===== config.mk =====
export PLATFORM = sky130hd
export DESIGN_NAME = seq_restoring_divider
export DESIGN_NICKNAME = d
export VERILOG_FILES = /design/src/rtl/seq_restoring_divider_pkg.sv /design/src/rtl/seq_restoring_divider_addsub_nbit.sv /design/src/rtl/seq_restoring_divider.sv
export SDC_FILE = /design/constraint.sdc
export NUM_CORES = 1
export LEC_CHECK = 0
export ABC_AREA = 1
export CAP_MARGIN = 20
export CORE_MARGIN = 2
export CORE_UTILIZATION = 45
export DETAILED_ROUTE_END_ITERATION = 16
export HOLD_SLACK_MARGIN = 0.02
export PLACE_DENSITY = 0.76
export SETUP_SLACK_MARGIN = 0.05
export SLEW_MARGIN = 5
export SYNTH_ARGS = -nofsm -noshare
export SYNTH_HDL_FRONTEND = slang
export SYNTH_SLANG_ARGS = --single-unit

===== constraint.sdc =====
create_clock -name clk -period 2.9 [get_ports clk]
set_input_delay 0.58 -clock clk [delete_from_list [all_inputs] [get_ports clk]]
set_output_delay 0.58 -clock clk [all_outputs]
set_load 0.05 [all_outputs]

===== src/rtl/seq_restoring_divider_pkg.sv =====
// seq_restoring_divider_pkg: shared FSM state encoding and add/sub control encoding
package seq_restoring_divider_pkg;
  typedef enum logic [1:0] {
    IDLE = 2'd0,
    CALC = 2'd1,
    DONE = 2'd2
  } state_t;
  localparam logic ADD = 1'b0;
  localparam logic SUB = 1'b1;
endpackage


===== src/rtl/seq_restoring_divider_addsub_nbit.sv =====
// addsub_nbit: ripple-carry N-bit adder/subtractor
//   a, b  operands
//   ctrl  ADD (0): a + b; SUB (1): a - b, b inverted with cin = 1
//   sum   N-bit result
//   cout  carry out; for SUB it is 1 when there is no borrow (a >= b)
module addsub_nbit #(
  parameter int N = 5
) (
  input  logic [N-1:0] a,
  input  logic [N-1:0] b,
  input  logic         ctrl,
  output logic [N-1:0] sum,
  output logic         cout
);
  logic [N-1:0] bx;
  logic [N:0]   c;
  assign bx   = b ^ {N{ctrl}};
  assign c[0] = ctrl;
  for (genvar i = 0; i < N; i++) begin : g_fa
    assign sum[i]  = a[i] ^ bx[i] ^ c[i];
    assign c[i+1]  = (a[i] & bx[i]) | (c[i] & (a[i] ^ bx[i]));
  end
  assign cout = c[N];
endmodule


===== src/rtl/seq_restoring_divider.sv =====
// seq_restoring_divider: multi-cycle unsigned restoring divider with valid/ready handshakes
//   clk, rst_n                 clock, asynchronous active-low reset
//   in_valid/in_ready          operand handshake (dividend, divisor)
//   out_valid/out_ready        result handshake (quotient, remainder, div_by_zero)
module seq_restoring_divider
  import seq_restoring_divider_pkg::*;
#(
  parameter int WIDTH = 4
) (
  input  logic             clk,
  input  logic             rst_n,
  input  logic             in_valid,
  output logic             in_ready,
  input  logic [WIDTH-1:0] dividend,
  input  logic [WIDTH-1:0] divisor,
  output logic             out_valid,
  input  logic             out_ready,
  output logic [WIDTH-1:0] quotient,
  output logic [WIDTH-1:0] remainder,
  output logic             div_by_zero
);
  localparam int CW = $clog2(WIDTH + 1);
  state_t           state;
  logic [WIDTH-1:0] r, q, d;
  logic [CW-1:0]    cnt;
  logic [WIDTH:0]   r_sh, trial;
  logic             nb, take;
  // Partial remainder stays below the divisor, so WIDTH bits hold it between steps;
  // only the shifted value needs the extra bit.
  assign r_sh = {r, q[WIDTH-1]};
  addsub_nbit #(.N(WIDTH + 1)) u_sub (
    .a    (r_sh),
    .b    ({1'b0, d}),
    .ctrl (SUB),
    .sum  (trial),
    .cout (nb)
  );
  // A no-borrow trial is always below the divisor, so its top bit is clear.
  assign take = nb & ~trial[WIDTH];
  always_ff @(posedge clk or negedge rst_n) begin
    if (!rst_n) begin
      state       <= IDLE;
      in_ready    <= 1'b1;
      out_valid   <= 1'b0;
      quotient    <= '0;
      remainder   <= '0;
      div_by_zero <= 1'b0;
      r           <= '0;
      q           <= '0;
      d           <= '0;
      cnt         <= '0;
    end else begin
      case (state)
        IDLE: if (in_valid && in_ready) begin
          in_ready <= 1'b0;
          if (divisor == '0) begin
            state       <= DONE;
            out_valid   <= 1'b1;
            quotient    <= '1;
            remainder   <= dividend;
            div_by_zero <= 1'b1;
          end else begin
            state <= CALC;
            d     <= divisor;
            r     <= '0;
            q     <= dividend;
            cnt   <= '0;
          end
        end
        CALC: if (cnt == CW'(WIDTH)) begin
          state       <= DONE;
          out_valid   <= 1'b1;
          quotient    <= q;
          remainder   <= r;
          div_by_zero <= 1'b0;
        end else begin
          r   <= take ? trial[WIDTH-1:0] : r_sh[WIDTH-1:0];
          q   <= {q[WIDTH-2:0], take};
          cnt <= cnt + 1'b1;
        end
        DONE: if (out_ready) begin
          state     <= IDLE;
          out_valid <= 1'b0;
          in_ready  <= 1'b1;
        end
        default: state <= IDLE;
      endcase
    end
  end
endmodule


# After elaboration in Yosys (flattened, before gate mapping)
# Cells that the tools add are included.
# W data, S select, Z words.
# word_totals
output_inout_bits	11
register_bits	28
# classes
addsub	1
bitwise_logic	28
reduce_logical	12
mux	36
eq_ne	9
# ops
cell	count
$mux W4	13
$pmux W4 S2	4
$ne A2 B2 Y1 const B	6
$and A1 B1 Y1	10
$mux W3	3
$reduce_and A3 Y1	3
$xor A1 B1 Y1	9
$mux W2	4
$reduce_and A4 Y1	2
$mux W1	7
$pmux W2 S3	1
$pmux W3 S2	1
$not A4 Y5	1
$or A1 B1 Y1	5
$reduce_and A5 Y1	1
$logic_not A4 Y1	1
$pmux W1 S2	2
$reduce_bool A2 Y1	2
$add A3 B1 Y3 const B	1
$eq A3 B3 Y1 const B	1
$not A1 Y1	3
$pmux W1 S3	1
$reduce_bool A3 Y1	1
$eq A2 B1 Y1 const B	1
other kinds (3)	3

# Depth between registers and ports, before layout
# depth
depth_word	15
ltp_mapped	13
depth_no_buf	13

# Cells and area by module
# From an unflattened synthesis, not the netlist that was laid out.
# unflattened
hier_cells	213
hier_area_um2	1634.1
# modules_own_cells
mod	cells_per_inst	n_inst	area_each_um2
seq_restoring_divider	178	1	1408.9
addsub_nbit	35	1	225.2

# Worst setup path before layout
# No wires, ideal clock.
# synth_path
path_type	flip-flop to flip-flop
start	register q[3]
end	register r[3]
setup_time_ns	0.123
n_path_buf	0
setup_slack_ns	0.751
period_less_slack_ns	2.149
required_time_ns	2.777
stages_incl_launch_ff	11
t_arrival_ns	2.025
path_cell_list	dfrtp_1 > inv_1 > ha_1 > fa_1 > fa_1 > inv_1 > fa_1 > inv_1 > nand3_1 > nand3_1 > o21ai_1
# synth_via
elab_chain_cells	14
# synth_lines
item	line_no	rtl
start, declared	seq_restoring_divider.sv:24	logic [WIDTH-1:0] r, q, d;
start signal, assigned	seq_restoring_divider.sv:66	q <= dividend;
start signal, assigned	seq_restoring_divider.sv:78	q <= {q[WIDTH-2:0], take};
$and A1 B1 Y1 or $xor A1 B1 Y1 (tied branches)	seq_restoring_divider_addsub_nbit.sv:21	assign c[i+1] = (a[i] & bx[i]) | (c[i] & (a[i] ^ bx[i]));
$or A1 B1 Y1 *	seq_restoring_divider_addsub_nbit.sv:21	
$and A1 B1 Y1 *	seq_restoring_divider_addsub_nbit.sv:21	
$or A1 B1 Y1 *	seq_restoring_divider_addsub_nbit.sv:21	
$and A1 B1 Y1 *	seq_restoring_divider_addsub_nbit.sv:21	
$or A1 B1 Y1 *	seq_restoring_divider_addsub_nbit.sv:21	
$and A1 B1 Y1	seq_restoring_divider_addsub_nbit.sv:21	
$or A1 B1 Y1	seq_restoring_divider_addsub_nbit.sv:21	
$and A1 B1 Y1 or $xor A1 B1 Y1 (tied branches)	seq_restoring_divider_addsub_nbit.sv:21, seq_restoring_divider_addsub_nbit.sv:20	
$or A1 B1 Y1 or $not A1 Y1 (tied branches)	seq_restoring_divider_addsub_nbit.sv:21, seq_restoring_divider.sv:39	
$and A1 B1 Y1	seq_restoring_divider.sv:39	assign take = nb & ~trial[WIDTH];
$mux W4 *	seq_restoring_divider.sv:77	r <= take ? trial[WIDTH-1:0] : r_sh[WIDTH-1:0];
$mux W4 *	seq_restoring_divider.sv:70	CALC: if (cnt == CW'(WIDTH)) begin
$pmux W4 S2 *	seq_restoring_divider.sv:53	case (state)
end signal, assigned	seq_restoring_divider.sv:77	
end, declared	seq_restoring_divider.sv:24	
# Mark *: on every way between the ends. The rest lies on a longest branch, timed or not. The select of a mux whose other input is x is not followed.
# A chain may end at the register's enable or synchronous reset.

# Final worst setup path
# layout_path
start	register q[3]
end	register r[0]
# layout_via
elab_chain_cells	14
# layout_lines
item	line_no
$and A1 B1 Y1 or $xor A1 B1 Y1 (tied branches)	seq_restoring_divider_addsub_nbit.sv:21, seq_restoring_divider_addsub_nbit.sv:20
$or A1 B1 Y1	seq_restoring_divider_addsub_nbit.sv:21
$and A1 B1 Y1	seq_restoring_divider_addsub_nbit.sv:21
$or A1 B1 Y1	seq_restoring_divider_addsub_nbit.sv:21
$and A1 B1 Y1	seq_restoring_divider_addsub_nbit.sv:21
$or A1 B1 Y1	seq_restoring_divider_addsub_nbit.sv:21
$and A1 B1 Y1	seq_restoring_divider_addsub_nbit.sv:21
$or A1 B1 Y1	seq_restoring_divider_addsub_nbit.sv:21
$and A1 B1 Y1 or $xor A1 B1 Y1 (tied branches)	seq_restoring_divider_addsub_nbit.sv:21, seq_restoring_divider_addsub_nbit.sv:20
$or A1 B1 Y1 or $not A1 Y1 (tied branches)	seq_restoring_divider_addsub_nbit.sv:21, seq_restoring_divider.sv:39
$and A1 B1 Y1	seq_restoring_divider.sv:39
$mux W4 *	seq_restoring_divider.sv:77
$mux W4 *	seq_restoring_divider.sv:70
$pmux W4 S2 *	seq_restoring_divider.sv:53
# Marked as above.

==> results.yml <==
clock_network:
  clk_path_buf_depth: 2
  cts-root-buf: "clkbuf_4"
  clock_sinks: 28
  cts.clk_slew.worst_paths_ns: 0.15
  cts.repair.resized: 0
  cts_inserted_buffers: 3
  postCtsSetupBuffers: 0
  clk_latency_ns: 0.33
  cts_tree: "yes"
  htree_levels: 1
  cts-hold-fix-buffers: 0
global_route:
  antenna_found_initial: 0
  gr-total-overflow: 0
  grt_max_degree: 29
  grt_pass1_wl_um: 5290
  grt_pass1_vias: 1167
  track_usage_pct: 16.6
placement:
  port_buffers: 22
  pre_cts_slack_ns: 0.610
  hpwl_um: 2330
  gp_congestion: 0.817
pwr:
  total_power_mw: 2.22
  p_per_area_nw_per_um2: 1190
  power.leakage_nw: 0.934
  ir_drop_uv: 375
logic_synthesis:
  synth_top_area_share_pct: 43.2
  ys_seq_area_share_pct: 44.9
  async_reset_ff_share_pct: 100
  syn-instance-count: 183
  syn-cell-area_um2: 1560
  synth_top_area_cell: "dfrtp_1"
  avgSynthCellArea_um2: 8.55
  synth_cell_types: 27
  synth-edff-count: 0
  ys_ff_latch: 28
  synth_warnings: 0
  synth_ff_type: "dfrtp_1"
  synth_area_leaders: "dfrtp_1, nand2_1, inv_1, fa_1, o21ai_0"
  syn_nets: 201
die:
  die_h_um: 63.0
  start_util_pct: 46.9
  die_w_um: 63.0
  design.portCount: 23
  core_area_um2: 3340
  fp-row-count: 21
  floorplan.die_area_um2: 3960
timing:
  hold_viol_final: 0
  setup_ws_ns: 0.575
  rsz0062_at_grt: "no"
  fin_skew_ns: 0.00509
  fin_setup_tns_ns: 0
  tightest_slew_ns: 0.499
  setup_viol: 0
  slew_headroom_pct: 66.7
  fin_crit_ns: 2.32
  fin_crit_sh_pct: 80.2
  fmax_ghz: 0.430
  maxSlewViolCount: 0
drt:
  drt_pass1_iterations: 4
  drtAntennaViolNets: 0
  dr.first_iter.drc_count: 95
  vias: 1219
  drc: 0
  wl_per_cell_um: 11.7
  finalWirelength_um: 2970
  vias_per_cell: 4.80
run:
  cap_viol_max_count: 0
worst_setup_path:
  end_kind: "flip-flop"
  reg2reg_slack_ns: 0.58
  path_class: "flip-flop to flip-flop"
  reg2regPathDepth: 12
  endpoint: "r[0]"
  worstSetupStartpointType: "flip-flop"
  rr_startpoint: "q[3]"
  cp.required_ns: 3.18
  arrival_ns: 2.61
  crit_fanout: 4
  r2r_end: "r[0]"
  crit_path_start: "q[3]"
layout:
  regArea_um2: 702
  nets: 227
  n_antenna_cell: 0
  drive_gt1_share_pct: 13.9
  area_growth_syn_to_layout_pct: 19.1
  multiInputGateArea_um2: 742
  n_fill_cell: 314
status:
  status: "finished, final reports clean"
hold_path:
  hold_class: "flip-flop to flip-flop"
  worstHoldPathCells: 2
==> metrics by stage <==
| step | instance area (um2) | utilization (%) | std cells | hold slack (ns) |
|---|---|---|---|---|
| 2_1_floorplan | 1560 | - | 183 | 0.284 |
| 3_3_place_gp | 1830 | 54.7 | 250 | 0.454 |
| 3_5_place_dp | 1830 | 54.7 | 250 | 0.459 |
| 4_1_cts | 1860 | 55.8 | 254 | 0.494 |
| 5_1_grt | 1860 | 55.8 | 254 | 0.512 |
| 6_report | 1860 | 55.8 | 254 | 0.488 |
==> Yosys cell counts, types with 2 or more instances <==
| cell type | n |
|---|---|
| dfrtp_1 | 27 |
| a21oi_2 | 4 |
| o21ai_0 | 11 |
| fa_1 | 3 |
| inv_2 | 3 |
| nor2_1 | 5 |
| inv_1 | 20 |
| nor2_2 | 2 |
| nand3_1 | 10 |
| nand2_4 | 4 |
| nand2_1 | 66 |
| nand2_2 | 2 |
| o21ai_1 | 3 |
| buf_6 | 2 |
| nand4_1 | 6 |
| ha_1 | 3 |
| nand3_2 | 2 |
==> cells by family (layout without fill, tap and decap cells) <==
logic type,Yosys count,count (layout),share of synthesized area (%)
and+or+nand+nor,100,100,31.5
buffers and inverters,26,51,7.68
DFF,28,28,44.9
xor gates and xnor gates,1,1,0.560
adders and majority gates,6,6,6.24
AOI/OAI and AO/OA,22,22,9.12
==> power by group <==
part	leakage (nW)	switching, mW	internal [mW]
Clock	0.0210	0.115	0.0769
Combinational	0.573	0.859	0.445
Sequential	0.340	0.149	0.571
Total	0.934	1.12	1.09
==> per-layer routing <==
metal	up-vias	routed length [um]	track usage, %	share of wire, %
met5	-	0	0	0
met4	0	13	4.17	0.44
met3	2	131	2.88	4.4
met2	26	1460	27.1	49
met1	562	1360	22.9	46
li1	629	-	-	-
==> placed cells by master, fill, tap and decap left out <==
cell / synthesis / final
dfstp_2: 1 / 1
nand3_4: 1 / 1
o21ai_1: 3 / 3
ha_1: 3 / 3
dfrtp_1: 27 / 27
fa_1: 3 / 3
nor2_1: 5 / 5
nor2_2: 2 / 2
nand2_2: 2 / 2
clkdlybuf4s50_1: 0 / 22
a21oi_4: 1 / 1
clkbuf_8: 0 / 1
a21oi_1: 1 / 1
inv_1: 20 / 20
clkbuf_4: 0 / 3
o21ai_0: 11 / 11
buf_4: 0 / 1
nand2_8: 1 / 1
xnor2_1: 1 / 1
a21oi_2: 4 / 4
o21ai_2: 1 / 1
inv_8: 1 / 1
nand2_1: 66 / 66
nand4_1: 6 / 6
nand2_4: 4 / 4
nor2_4: 1 / 1
nand3_1: 10 / 10
nand3_2: 2 / 2
o31ai_1: 1 / 1
inv_2: 3 / 3
==> state kept, by name, indices dropped and copies added (netlist names) <==
name,cells
d,4
remainder,4
in_ready,1
div_by_zero,1
out_valid,1
q,4
cnt,3
state,2
quotient,4
r,4
==> area by class of cell <==
cell class	count	share of cell area, %
clock buffers	4	1.95
well taps	46	3.09
inverters	24	5.24
repair buffers	23	12.2
flip-flops and latches	28	37.7
multi-input cells	129	39.8
==> how the worst min path moves through the flow <==
stage | start | end | slack [ns]
after floorplan | rst_n | cnt[0] | 0.28
after global placement | div_by_zero | div_by_zero | 0.45
after detailed placement | div_by_zero | div_by_zero | 0.46
after CTS | div_by_zero | div_by_zero | 0.49
after global routing | div_by_zero | div_by_zero | 0.51
final | div_by_zero | div_by_zero | 0.49
==> worst max-delay path, stage by stage, from the launching register on <==
cell	delay (ns)
dfrtp_1	0.43
inv_1	0.06
ha_1	0.20
fa_1	0.38
fa_1	0.36
inv_1	0.08
fa_1	0.22
inv_1	0.07
nand2_1	0.11
nand2_1	0.09
o21ai_0	0.16
nand2_1	0.07
nand2_1	0.05
Note: power is estimated with default switching activity, not from simulation.
